<file path="config.mk">
export PLATFORM = sky130hd
export DESIGN_NAME = mem_arbiter
export DESIGN_NICKNAME = d
export VERILOG_FILES = /design/src/rtl/arbiter_pkg.sv /design/src/rtl/mem_arbiter.sv
export SDC_FILE = /design/constraint.sdc
export NUM_CORES = 1
export LEC_CHECK = 0
export CORE_MARGIN = 10
export CORE_UTILIZATION = 45
export CTS_CLUSTER_DIAMETER = 50
export CTS_CLUSTER_SIZE = 40
export DETAILED_ROUTE_END_ITERATION = 10
export MAX_ROUTING_LAYER = met4
export PLACE_DENSITY = 0.83
export SLEW_MARGIN = 0
export SYNTH_ARGS = -nofsm -noshare
export SYNTH_HDL_FRONTEND = slang
export SYNTH_SLANG_ARGS = --single-unit
</file>
<file path="constraint.sdc">
create_clock -name clk -period 5.15 [get_ports clk]
set_input_delay 0.7725 -clock clk [delete_from_list [all_inputs] [get_ports clk]]
set_output_delay 0.7725 -clock clk [all_outputs]
set_load 0.005 [all_outputs]
</file>
<file path="src/rtl/arbiter_pkg.sv">
// Shared state encoding and default widths for the fetch/data memory arbiter.
package arbiter_pkg;

    localparam int DEFAULT_DATA_W  = 32;
    localparam int DEFAULT_TIMEOUT = 255;

    typedef enum logic [1:0] {
        IDLE   = 2'd0,
        I_BUSY = 2'd1,
        D_BUSY = 2'd2
    } arb_state_e;

endpackage

</file>
<file path="src/rtl/mem_arbiter.sv">
// Arbitrates fetch (I) and MEM-stage (D) requests onto one single-port memory,
// holding per-port completion until the pipeline advances.
module mem_arbiter
    import arbiter_pkg::*;
#(
    parameter int DATA_W  = DEFAULT_DATA_W,
    parameter int TIMEOUT = DEFAULT_TIMEOUT
) (
    input  logic              clk,
    input  logic              rst,
    input  logic              i_req,
    input  logic [DATA_W-1:0] i_addr,
    output logic [DATA_W-1:0] i_rdata,
    output logic              i_stall,
    input  logic              d_req,
    input  logic              d_we,
    input  logic [DATA_W-1:0] d_addr,
    input  logic [DATA_W-1:0] d_wdata,
    output logic [DATA_W-1:0] d_rdata,
    output logic              d_stall,
    input  logic              advance,
    output logic              mem_req,
    output logic              mem_we,
    output logic [DATA_W-1:0] mem_addr,
    output logic [DATA_W-1:0] mem_wdata,
    input  logic [DATA_W-1:0] mem_rdata,
    input  logic              mem_ready,
    output logic              err
);

    localparam int               CNT_W    = (TIMEOUT > 1) ? $clog2(TIMEOUT) : 1;
    localparam logic [CNT_W-1:0] CNT_LAST = CNT_W'(TIMEOUT - 1);

    arb_state_e        state_q, state_d;
    logic [CNT_W-1:0]  cnt_q, cnt_d;
    logic              iDone_q, iDone_d;
    logic              dDone_q, dDone_d;
    logic [DATA_W-1:0] iRdata_q, iRdata_d;
    logic [DATA_W-1:0] dRdata_q, dRdata_d;
    logic              memWe_q, memWe_d;
    logic [DATA_W-1:0] memAddr_q, memAddr_d;
    logic [DATA_W-1:0] memWdata_q, memWdata_d;
    logic              err_q, err_d;
    logic              busyFinish;
    logic              busyTimeout;

    // A completion in the same cycle as advance must survive, so the clear is applied first.
    always_comb begin
        state_d     = state_q;
        cnt_d       = cnt_q;
        iDone_d     = advance ? 1'b0 : iDone_q;
        dDone_d     = advance ? 1'b0 : dDone_q;
        iRdata_d    = iRdata_q;
        dRdata_d    = dRdata_q;
        memWe_d     = memWe_q;
        memAddr_d   = memAddr_q;
        memWdata_d  = memWdata_q;
        err_d       = err_q;
        busyFinish  = 1'b0;
        busyTimeout = 1'b0;

        case (state_q)
            IDLE: begin
                if (d_req && !dDone_q) begin
                    state_d    = D_BUSY;
                    cnt_d      = '0;
                    memWe_d    = d_we;
                    memAddr_d  = d_addr;
                    memWdata_d = d_wdata;
                end else if (i_req && !iDone_q) begin
                    state_d    = I_BUSY;
                    cnt_d      = '0;
                    memWe_d    = 1'b0;
                    memAddr_d  = i_addr;
                    memWdata_d = '0;
                end
            end
            I_BUSY, D_BUSY: begin
                if (mem_ready) begin
                    busyFinish = 1'b1;
                end else if (cnt_q == CNT_LAST) begin
                    busyFinish  = 1'b1;
                    busyTimeout = 1'b1;
                end else begin
                    cnt_d = cnt_q + 1'b1;
                end

                // A timed-out access still completes, but with a zero result and the sticky error.
                if (busyFinish) begin
                    state_d = IDLE;
                    memWe_d = 1'b0;
                    if (busyTimeout) begin
                        err_d = 1'b1;
                    end
                    if (state_q == I_BUSY) begin
                        iDone_d  = 1'b1;
                        iRdata_d = busyTimeout ? '0 : mem_rdata;
                    end else begin
                        dDone_d = 1'b1;
                        if (busyTimeout) begin
                            dRdata_d = '0;
                        end else if (!memWe_q) begin
                            dRdata_d = mem_rdata;
                        end
                    end
                end
            end
            default: begin
                state_d = IDLE;
            end
        endcase
    end

    always_ff @(posedge clk or negedge rst) begin
        if (!rst) begin
            state_q    <= IDLE;
            cnt_q      <= '0;
            iDone_q    <= 1'b0;
            dDone_q    <= 1'b0;
            iRdata_q   <= '0;
            dRdata_q   <= '0;
            memWe_q    <= 1'b0;
            memAddr_q  <= '0;
            memWdata_q <= '0;
            err_q      <= 1'b0;
        end else begin
            state_q    <= state_d;
            cnt_q      <= cnt_d;
            iDone_q    <= iDone_d;
            dDone_q    <= dDone_d;
            iRdata_q   <= iRdata_d;
            dRdata_q   <= dRdata_d;
            memWe_q    <= memWe_d;
            memAddr_q  <= memAddr_d;
            memWdata_q <= memWdata_d;
            err_q      <= err_d;
        end
    end

    assign mem_req   = (state_q != IDLE);
    assign mem_we    = memWe_q;
    assign mem_addr  = memAddr_q;
    assign mem_wdata = memWdata_q;
    assign i_rdata   = iRdata_q;
    assign d_rdata   = dRdata_q;
    assign i_stall   = i_req & ~iDone_q;
    assign d_stall   = d_req & ~dDone_q;
    assign err       = err_q;

endmodule

</file>
==> results.yml, run 1 <==
floorplan:
  die_height_um: 133
  io_pins: 268
  start_util_pct: 45.7
  fp-row-count: 41
  core_um2: 12600
  die_w_um: 133
  die-area_um2: 17700
final_layout:
  nFillCells: 875
  syn_to_final_growth_pct: 58.5
  stdcell_area_um2: 9110
  layout.cells.non_filler: 894
  nets: 848
  antennaDiodeCount: 0
  multi_input_comb_area_um2: 1980
  seqCellArea_um2: 3550
  drive_gt1_share_pct: 6.51
detailed_routing:
  via_per_inst: 5.43
  drcViolationCount: 0
  vias: 4854
  avgRoutedWirePerCell_um: 21.2
  ant_nets: 0
  drt-initial-drc-count: 360
  drt-total-wl_um: 19000
  first_pass_iters: 4
yosys:
  ys_seq_area_share_pct: 61.8
  ys.flop_type: "dfrtp_1"
  netlist_top_cells_area: "dfrtp_1 62%, a22o_1 15%, mux2i_1 5.7%"
  yosys-top-cells-count: "142 x dfrtp_1, 96 x a22o_1, 37 x nand2_1, 37 x o21ai_0, 33 x mux2i_1"
  synth.most_common_cell: "dfrtp_1"
  synth-edff-count: 0
  syn_area_per_cell_um2: 12.7
  yosysTopAreaCellShare_pct: 61.8
  yosysUniqueCellTypes: 45
  synth_fp_nets: 590
  netlist_area_um2: 5750
  synthCells: 451
  yosysWarnings: 0
  yosys.area.top_type: "dfrtp_1"
  ys_seq_elements: 142
  async_flop_share_pct: 100
pwr:
  power_frac_comb_pct: 41.7
  power_switching_w: 0.00168
  vdd_drop_max_v: 0.000288
  leakage_nw: 4.09
  sw_frac_of_total_pct: 31.4
  design_power_total_w: 0.00535
  cellPowerDensity_nw_per_um2: 587
  pwr-share-seq_pct: 35.1
  clkPwrFrac_pct: 23.2
  p_int_w: 0.00367
run:
  max-cap-violations: 0
worst_setup_path:
  cp-endpoint: "d_stall"
  r2r-end: "mem_we"
  path_cells: "clkdlybuf4s50_1 > nand2b_4 > inv_2 > clkdlybuf4s50_1"
  crit_path_end_kind: "primary output"
  r2r_start: "dDone_q"
  path_delay_family: "buffers and inverters"
  required_ns: 4.38
  cp.depth: 4
  cpPeakStageDelay_ns: 0.53
  rr_worst_depth: 4
  crit_top_cell: "clkdlybuf4s50_1"
  crit_arrival_ns: 2.40
  startpoint: "d_req"
  path_buf_inv: 3
  slowest_stage: "clkdlybuf4s50_1"
  critPathMaxFanout: 36
  regToRegSetupSlack_ns: 2.82
  startpoint_type: "input pin"
  setup.worst_path.class: "input pin to primary output"
clocking:
  ctsHtreeMaxLevel: 4
  clkTransAtPathRegs_ns: 0.06
  numCtsBuffers: 17
  clock_path_buffers: 2
  clk-insertion-delay-late_ns: 0.41
  clock_sinks: 142
  postCtsHoldBufs: 0
  post_cts_resized: 0
  post_cts.repair.setup_buffers: 0
  root_buffer: "clkbuf_16"
  cts_tree: "yes"
timing:
  fin_ws_ns: 1.98
  clock_skew_ns: 0.00958
  tightest_slew_ns: 1.29
  final.setup.tns_ns: 0
  slew_headroom_pct: 14.1
  fin_crit_ns: 3.17
  min_period_over_period_pct: 61.5
  rsz0062_at_grt: "false"
  max_freq_mhz: 316
  setup_violations: 0
  hold_viol: 0
  final_max_slew_viol_count: 0
grt:
  antenna_found_initial: 0
  grt_pass1_wl_um: 29700
  gr-total-overflow: 0
  first_global_vias: 5313
  track_usage_pct: 21.6
  grt_start_max_net_pins: 89
placement:
  dp.final_hpwl_um: 14000
  place_inst: 862
  gp_congestion: 0.835
  port_buffers: 267
  postPlaceCellArea_um2: 8510
  pre_cts_ws_ns: 1.97
hold_path:
  hp-class: "input pin to async pin"
outcome:
  outcome: "finished clean"
power groups by stage:
stage               registers (W)  logic, W  clock network, W
finish                    0.00188   0.00223           0.00124
global route              0.00193   0.00240           0.00131
floorplan                 0.00188  0.000901                 0
CTS                       0.00188   0.00227           0.00126
detailed placement        0.00188   0.00225                 0
global placement          0.00186   0.00218                 0
worst min-delay path by stage:
stage,slack [ns],depth (start not counted),to,startpoint
final,0.40,1,i_rdata[9],rst
after global routing,0.48,1,d_rdata[6],rst
after CTS,0.44,1,i_rdata[9],rst
after detailed placement,0.47,2,mem_addr[10],mem_addr[10]
after global placement,0.46,2,mem_addr[15],mem_addr[15]
after floorplan,0.47,1,err,err
per-stage QoR:
| step | hold WS (ns) | util, % |
|---|---|---|
| after global routing | 0.476 | 72.5 |
| after CTS | 0.444 | 72.5 |
| final | 0.400 | 72.5 |
| after detailed placement | 0.469 | 67.7 |
| after floorplan | 0.466 | - |
| after global placement | 0.462 | 67.7 |
per-layer routing:
metal	GRT usage, %	wire (µm)	share of wire, %	vias to the layer above
li1	-	-	-	2183
met1	24.4	7660	40	2414
met2	36.0	9870	52	226
met3	5.45	1010	5.3	31
met4	8.19	418	2.2	0
met5	-	0	0	-
layout make-up:
type	count	area share, %
Clock inverter	13	1.83
Multi-Input combinational cell	263	21.7
Timing Repair Buffer	273	29.8
Tap cell	172	2.36
Inverter	12	0.494
Sequential cell	142	39.0
Clock buffer	19	4.75
flip-flops by register name, summed over array words and instances (netlist names):
name	flops
cnt_q	8
dDone_q	1
d_rdata	32
err	1
iDone_q	1
i_rdata	32
mem_addr	32
mem_wdata	32
mem_we	1
state_q	2
logic make-up after synthesis:
family	count (synthesis)	share of synthesized area, %
AO/OA/AOI/OAI	162	21.7
multiplexers	33	5.75
buffers and inverters	46	4.01
AND/OR/NAND/NOR	64	5.90
adder cells (fa/ha/maj)	4	0.871
flip-flops	142	61.8
layout by cell type, fill, tap and decap left out, types with 4 or more instances in the layout:
master	netlist	routed
nand3_1	4	4
ha_1	4	4
mux2i_1	33	33
clkbuf_16	0	17
buf_4	0	6
dfrtp_1	142	142
a21oi_1	5	5
clkinv_4	0	4
o21ai_0	37	37
nand2b_1	5	5
inv_1	10	10
a22o_1	96	96
clkdlybuf4s50_1	0	266
nand2_1	37	37
Power figures use the tool's default switching activity.
==> run 2: changes to the inputs <==
--- a/config.mk
+++ b/config.mk
@@ -6,12 +6,12 @@
 export NUM_CORES = 1
 export LEC_CHECK = 0
 export CORE_MARGIN = 10
-export CORE_UTILIZATION = 45
+export CORE_UTILIZATION = 37
 export CTS_CLUSTER_DIAMETER = 50
 export CTS_CLUSTER_SIZE = 40
 export DETAILED_ROUTE_END_ITERATION = 10
 export MAX_ROUTING_LAYER = met4
-export PLACE_DENSITY = 0.83
+export PLACE_DENSITY = 0.72
 export SLEW_MARGIN = 0
 export SYNTH_ARGS = -nofsm -noshare
 export SYNTH_HDL_FRONTEND = slang
==> constraint.sdc (replaced) <==
create_clock -name clk -period 2.6 [get_ports clk]
set_input_delay 0.39 -clock clk [delete_from_list [all_inputs] [get_ports clk]]
set_output_delay 0.39 -clock clk [all_outputs]
set_load 0.005 [all_outputs]
==> run 2 against run 1 <==
  * Clock-buffer cell count unchanged
  * Clock skew up 0.0020 ns
  * Global-route usage down 3.9 points
  * Largest cell class unchanged
==> results.yml, run 2 (synthesis gave the netlist of run 1 again) <==
grt:
  gr-total-overflow: 0
  antenna_found_initial: 0
  first_global_vias: 4956
  grt_start_max_net_pins: 97
  grt_pass1_wl_um: 27900
  track_usage_pct: 17.6
clocking:
  post_cts.repair.setup_buffers: 0
  post_cts_resized: 0
  ctsHtreeMaxLevel: 4
  numCtsBuffers: 17
  clkTransAtPathRegs_ns: 0.06
  cts_tree: "yes"
  root_buffer: "clkbuf_16"
  clock_path_buffers: 2
  clock_sinks: 142
  clk-insertion-delay-late_ns: 0.41
pwr:
  clkPwrFrac_pct: 23.3
  vdd_drop_max_v: 0.000547
  p_int_w: 0.00731
  power_switching_w: 0.00326
  pwr-share-seq_pct: 35.0
  sw_frac_of_total_pct: 30.9
  leakage_nw: 4.13
  cellPowerDensity_nw_per_um2: 1150
  power_frac_comb_pct: 41.7
floorplan:
  die-area_um2: 20900
  die_height_um: 145
  die_w_um: 145
  start_util_pct: 37.8
  io_pins: 268
  core_um2: 15200
  fp-row-count: 45
worst_setup_path:
  r2r-end: "i_rdata[25]"
  required_ns: 2.21
  crit_arrival_ns: 1.82
  crit_path_end_kind: "primary output"
  r2r_start: "cnt_q[0]"
  cp-endpoint: "mem_req"
  regToRegSetupSlack_ns: 0.58
  rr_worst_depth: 6
  critPathMaxFanout: 6
  startpoint_type: "flip-flop"
  startpoint: "state_q[0]"
  setup.worst_path.class: "flip-flop to primary output"
detailed_routing:
  drt-total-wl_um: 18300
  avgRoutedWirePerCell_um: 20.1
  drt-initial-drc-count: 213
  vias: 4713
  via_per_inst: 5.16
  ant_nets: 0
  first_pass_iters: 5
  drcViolationCount: 0
timing:
  final_max_slew_viol_count: 0
  slew_headroom_pct: 54.7
  tightest_slew_ns: 0.673
  min_period_over_period_pct: 85.0
  rsz0062_at_grt: "false"
  clock_skew_ns: 0.0116
  setup_violations: 0
  hold_viol: 0
  final.setup.tns_ns: 0
  max_freq_mhz: 453
  hold_slack_ns: 0.469
  fin_crit_ns: 2.21
placement:
  gp_congestion: 0.778
  port_buffers: 267
  dp.final_hpwl_um: 13800
  place_inst: 881
final_layout:
  layout.cells.non_filler: 914
  syn_to_final_growth_pct: 60.0
  layout_commonest_cell: "clkdlybuf4s50_1"
  nets: 852
  antennaDiodeCount: 0
  drive_gt1_share_pct: 7.02
  post-route-util_pct: 60.5
  layout_common_cells: "266 x clkdlybuf4s50_1, 142 x dfrtp_1, 96 x a22o_1"
hold_path:
  hp-class: "flip-flop to flip-flop"
run:
  max-cap-violations: 0
outcome:
  outcome: "finished clean"
[run 2: cell types whose count changed in the layout (fill, tap and decap cells not counted), sizes merged]
cell	before	now
buf	7	10
dlygate4sd3	0	1
clkinv	7	6
inv	12	13
[run 2: how the worst min path moves through the flow]
| stage | depth (start not counted) | from | endpoint | slack (ns) |
|---|---|---|---|---|
| 2_1_floorplan | 0 | rst | cnt_q[0] | 0.09 |
| 3_3_place_gp | 1 | rst | i_rdata[9] | 0.40 |
| 3_5_place_dp | 1 | rst | d_rdata[0] | 0.40 |
| 4_1_cts | 1 | err | err | 0.47 |
| 5_1_grt | 1 | err | err | 0.49 |
| 6_report | 1 | err | err | 0.47 |
[run 2: cell type report]
type	count	area, µm²
clock buffers	19	443
clock inverters	13	163
fillers	1195	6010
inverters	12	45.0
multi-input cells	263	1980
flip-flops and latches	142	3550
well taps	188	235
repair buffers	277	2780
[run 2: what timing repair did]
item                                   4_1_cts  5_1_grt
hold buffers                                 1        0
endpoints found under the hold margin       58        0
setup endpoints to repair                    0        0
[run 2: power by group through the flow]
stage                     clock network, W  registers, W  logic, W
after floorplan                          0       0.00373   0.00179
after global placement                   0       0.00368   0.00437
after detailed placement                 0       0.00371   0.00449
after CTS                          0.00251       0.00370   0.00450
after global routing               0.00262       0.00381   0.00478
final                              0.00246       0.00370   0.00441
[run 2: critical path, cell delays in order, from the launching register on]
cell,delay [ns]
dfrtp_1,0.37
inv_1,0.05
ha_1,0.29
inv_1,0.14
clkdlybuf4s50_1,0.56
[run 2: routing by layer]
metal	vias up	part of all wire [%]	global-route usage [%]
met5	-	0	-
met4	0	2.3	6.97
met3	30	7.5	4.99
met2	199	51	29.1
met1	2277	40	19.9
li1	2207	-	-
[run 2: metrics by stage]
step | setup slack [ns] | total power (W) | area (µm²)
2_1_floorplan | 0.984 | 0.00552 | 5750
3_3_place_gp | 0.567 | 0.00805 | 8580
3_5_place_dp | 0.445 | 0.00820 | 8580
4_1_cts | 0.349 | 0.0107 | 9200
5_1_grt | 0.311 | 0.0112 | 9200
6_report | 0.391 | 0.0106 | 9200
==> patch 1 (config.mk and constraints of run 2) <==
Re-encode `arb_state_e` (3 states) as one-hot, 3 bits wide.
--- a/src/rtl/arbiter_pkg.sv
+++ b/src/rtl/arbiter_pkg.sv
@@ -4,10 +4,10 @@
     localparam int DEFAULT_DATA_W  = 32;
     localparam int DEFAULT_TIMEOUT = 255;
 
-    typedef enum logic [1:0] {
-        IDLE   = 2'd0,
-        I_BUSY = 2'd1,
-        D_BUSY = 2'd2
+    typedef enum logic [2:0] {
+        IDLE   = 3'b001,
+        I_BUSY = 3'b010,
+        D_BUSY = 3'b100
     } arb_state_e;
 
 endpackage
Formal check against the unedited RTL: no difference found for any inputs over 4 cycles, from zero or initial values and one cycle with rst low; so few cycles prove little.
==> patch 1 against run 2 <==
- sequential cell count up 1
- cell area rose by 0.26%
- core utilization increased by 0.38 points
- die area decreased by 0.70%
- area after synthesis fell by 0.81%
- largest power group unchanged
- worst setup slack worse by 0.12 ns
- non-clock buffer count up 4
- power fell by 1.2%
- cell count is 0.44% lower
- sequential power is 1% higher
- largest cell class unchanged
- wire length rose by 6.2%
- critical path type unchanged
- hold slack got worse by 0.012 ns
- via count grew 1.8%
==> patch 1: results (changes against run 2) <==
INFO  run_status     run_status=finished clean [unchanged]
INFO  logic_synthesis synth_sequential_area_ratio=62.8% [was 61.8%]
INFO  logic_synthesis synth_compound_gate_area_share=22.4% [was 21.7%]
INFO  placed_design  gpl.final_weighted_congestion=0.813 [was 0.778]
INFO  detailed_routing vias=4,799 [was 4,713]
INFO  sta            timing.slew.headroom=43.6% [was 54.7%]
INFO  logic_synthesis synth_cell_types=40 [was 45]
INFO  setup_path     critical_path_arrival=1.94ns [was 1.82 ns]
INFO  detailed_routing drt_iter0_markers=253 [was 213]
INFO  power          vdd.ir_drop.worst=0.572mV [was 0.547 mV]
INFO  logic_synthesis ys_async_sr_fraction=100% [unchanged]
INFO  logic_synthesis synthesized_area_fraction_occupied_by_adder_cells=0.439% [was 0.871%]
INFO  final_layout   layout.nets=846 [was 852]
INFO  logic_synthesis synth_xor_area_share=0.154% [was 0%]
INFO  logic_synthesis yosys-mux-area-fraction=5.62% [was 5.75%]
INFO  grt            antenna_found_initial=0 [unchanged]
INFO  logic_synthesis syn-num-nets=584 [was 590]
INFO  placed_design  hpwl=14,300um [was 13,800 um]
INFO  clocking       htree_levels=4 [unchanged]
INFO  detailed_routing finalWirelength=19,500um [was 18,300 um]
INFO  logic_synthesis syn_area_cell=12.8um2 [was 12.7 um2]
INFO  grt            grt_pass1_vias=5,149 [was 4,956]
INFO  logic_synthesis yosys-top-cells-area=sky130_fd_sc_hd__dfrtp_1, sky130_fd_sc_hd__a22o_1, sky130_fd_sc_hd__a32o_1 [was sky130_fd_sc_hd__dfrtp_1, sky130_fd_sc_hd__a22o_1, sky130_fd_sc_hd__mux2i_1]
INFO  grt            grt_pass1_wl=29,300um [was 27,900 um]
INFO  placed_design  placed_cells=877 [was 881]
INFO  grt            grt_start_max_net_pins=98 [was 97]
INFO  power          power.leakage=0.00408uW [was 0.00413 uW]
INFO  logic_synthesis synthTopCellsByCount=sky130_fd_sc_hd__dfrtp_1, sky130_fd_sc_hd__a22o_1, sky130_fd_sc_hd__nand2_1, sky130_fd_sc_hd__o21ai_0 [was sky130_fd_sc_hd__dfrtp_1, sky130_fd_sc_hd__a22o_1, sky130_fd_sc_hd__nand2_1, sky130_fd_sc_hd__o21ai_0, sky130_fd_sc_hd__mux2i_1]
INFO  final_layout   fill_cells=1,216 [was 1,195]
INFO  final_layout   drive_gt1_share=7.48% [was 7.02%]
INFO  logic_synthesis yosysWarningCount=0 [unchanged]
INFO  detailed_routing post_drt_wl_per_cell=21.4um [was 20.1 um]
INFO  detailed_routing drtPass1Iterations=4 [was 5]
## patch 1: cell count changes in the layout (fill, tap and decap cells not counted), sizes merged, moves of 4 or more
cell,change
nor2,+6
nand2b,-4
buf,+4
inv,-6
a22o,-32
a32o,+32
## patch 1: path summary, 6_finish.rpt
kind	start	to	slack (ns)	depth (start not counted)
max	state_q[0]	mem_req	0.27	2
min	err	err	0.46	1
max reg2reg	state_q[0]	mem_wdata[6]	0.45	4
min reg2reg	err	err	0.46	1
max in group asynchronous	rst	d_rdata[2]	1.32	3
min in group asynchronous	rst	i_rdata[24]	0.52	2
## patch 1: power breakdown
part           switching [uW]  total, uW  internal, uW
clock network             929       2540          1610
logic                    1630       4160          2530
registers                 565       3750          3180
## patch 1: cell families after synthesis
family                     count (synthesis)
AOI/OAI and AO/OA                        157
DFF                                      143
and+or+nand+nor                           69
buffers and inverters                     43
muxes                                     32
adders and majority gates                  2
xor gates and xnor gates                   1
## patch 1: final cells by class
class                           instances  area, um2  area share [%]
Sequential cell                       143       3580            38.8
Timing Repair Buffer                  281       2810            30.4
Multi-Input combinational cell        261       1960            21.3
Clock buffer                           19        433            4.70
Tap cell                              188        235            2.55
Clock inverter                         13        186            2.02
Inverter                                5       18.8           0.204
## patch 1: worst max-delay path, stage by stage, from the launching register on
cell                              delay, ns
sky130_fd_sc_hd__dfstp_2               0.56
sky130_fd_sc_hd__or3b_1                0.47
sky130_fd_sc_hd__clkdlybuf4s50_1       0.50
## patch 1: per-layer routing
| metal | wire [um] | global-route usage, % |
|---|---|---|
| met5 | 0 | - |
| met4 | 123 | 4.20 |
| met3 | 2520 | 9.90 |
| met2 | 9250 | 29.2 |
| met1 | 7590 | 20.7 |
## patch 1: per-stage QoR
step	instance area (um2)	worst slack, ns	hold slack [ns]
after global routing	9220	0.193	0.470
after floorplan	5700	0.725	0.0944
final	9220	0.275	0.457
after global placement	8590	0.298	0.396
after detailed placement	8590	0.217	0.395
after CTS	9220	0.236	0.461
## patch 1: repair_timing
| item | in CTS | in global routing |
|---|---|---|
| hold endpoints to repair | 55 | 0 |
| hold buffers | 1 | 0 |
| setup buffers | 0 | 0 |
| gates resized for setup | 0 | 0 |
==> patch 2 (settings of run 2) <==
Made on the original files. Set the package constant `DEFAULT_DATA_W` to 64 (it was 32).
--- a/src/rtl/arbiter_pkg.sv
+++ b/src/rtl/arbiter_pkg.sv
@@ -1,7 +1,7 @@
 // Shared state encoding and default widths for the fetch/data memory arbiter.
 package arbiter_pkg;
 
-    localparam int DEFAULT_DATA_W  = 32;
+    localparam int DEFAULT_DATA_W  = 64;
     localparam int DEFAULT_TIMEOUT = 255;
 
     typedef enum logic [1:0] {
Ports: changed (8 resized); port bits go from 268 to 524. No check against the original RTL was run, so the function may have changed too.
==> patch 2 against run 2 <==
- cell area is 95% higher
- maximum frequency is 6.8% lower
- sequential cell count rose by 128
- largest power group unchanged
- area after synthesis up 92%
- worst setup slack lost 0.16 ns
- critical path depth stayed put
- wire length increased by 140%
- synthesized cell count increased by 140%
- critical path type unchanged
- power increased by 100%
- via count is 110% higher
- highest routed layer unchanged
- die area grew 78%
==> patch 2: results (changes against run 2) <==
INFO  clocking       htree_levels=1 [was 4]
INFO  detailed_routing post_drt_wl_per_cell=22.2um [was 20.1 um]
INFO  clocking       cts_made_buffers=31 [was 17]
INFO  logic_synthesis synthTopCellsByCount=sky130_fd_sc_hd__dfrtp_1, sky130_fd_sc_hd__nand2_1, sky130_fd_sc_hd__o21ai_0 [was sky130_fd_sc_hd__dfrtp_1, sky130_fd_sc_hd__a22o_1, sky130_fd_sc_hd__nand2_1, sky130_fd_sc_hd__o21ai_0, sky130_fd_sc_hd__mux2i_1]
INFO  power          vdd.ir_drop.worst=0.626mV [was 0.547 mV]
INFO  detailed_routing drt_iter0_markers=589 [was 213]
INFO  sta            period_utilization=91.1% [was 85.0%]
INFO  final_layout   layout.nets=1,846 [was 852]
INFO  setup_path     critical_path_arrival=1.98ns [was 1.82 ns]
INFO  logic_synthesis synth_sequential_area_ratio=61.2% [was 61.8%]
INFO  setup_path     worstReg2RegEnd=d_rdata[54] [was i_rdata[25]]
INFO  grt            antenna_found_initial=2 [was 0]
INFO  sta            final.hold.worst_slack=0.380ns [was 0.469 ns]
INFO  logic_synthesis synth_cells=1,069 [was 451]
INFO  grt            grt_start_max_net_pins=66 [was 97]
INFO  placed_design  placed_cells=1,935 [was 881]
INFO  clocking       clock_insertion_delay_worst_skew=0.56ns [was 0.41 ns]
INFO  logic_synthesis synth_cell_types=37 [was 45]
INFO  placed_design  hpwl=33,700um [was 13,800 um]
INFO  placed_design  port-buffer-count=523 [was 267]
INFO  power          power.leakage=0.00823uW [was 0.00413 uW]
INFO  run_status     run_status=finished clean [unchanged]
INFO  sta            final.setup_skew=0.0205ns [was 0.0116 ns]
INFO  logic_synthesis syn-num-nets=1,336 [was 590]
INFO  setup_path     critical_path_peak_fanout=4 [was 6]
INFO  min_path       timing.hold.worst.class=in2async [was reg2reg]
INFO  grt            all_layer_global_routing_usage=23.2% [was 17.6%]
INFO  grt            grt_pass1_vias=10,500 [was 4,956]
INFO  placed_design  gpl.final_weighted_congestion=0.865 [was 0.778]
INFO  grt            grt_pass1_wl=64,100um [was 27,900 um]
patch 2: changes by cell type after synthesis, sizes merged, moves of 32 or more:
cell | run 2 | this run
nand2 | 37 | 198
inv | 11 | 80
o21ai | 38 | 133
nor2 | 3 | 67
clkbuf | 14 | 59
a22o | 96 | 64
dfrtp | 142 | 270
a31oi | 3 | 64
mux2i | 33 | 65
patch 2: cells by family after synthesis:
logic type	Yosys count	share of synthesized area [%]
buffers and inverters	159	5.98
DFF	270	61.2
AOI/OAI and AO/OA	285	16.3
muxes	65	5.89
adders and majority gates	4	0.453
and+or+nand+nor	286	10.1
patch 2: cell type report:
class	count	area (um2)
diodes	2	5.00
clock buffers	36	825
clock inverters	20	215
fillers	2450	11600
inverters	81	304
multi-input cells	640	3670
flip-flops and latches	270	6760
well taps	390	488
repair buffers	555	5660
patch 2: power by group:
group / leakage (uW) / switching [uW] / internal (uW) / total, uW
sequential: 0.00329 / 1140 / 6140 / 7280
clock: 0.000496 / 1890 / 2520 / 4410
combinational: 0.00444 / 4250 / 5270 / 9520
patch 2: worst max-delay path: stages (launching register included):
cell,delay [ns]
sky130_fd_sc_hd__dfrtp_1,0.38
sky130_fd_sc_hd__inv_1,0.06
sky130_fd_sc_hd__ha_1,0.20
sky130_fd_sc_hd__inv_1,0.20
sky130_fd_sc_hd__clkdlybuf4s50_1,0.60
patch 2: metal layers:
layer  routed length [um]  GRT usage (%)
met5                    0              -
met4                 1800           9.51
met3                 3940           6.78
met2                22200           38.7
met1                16300           25.6
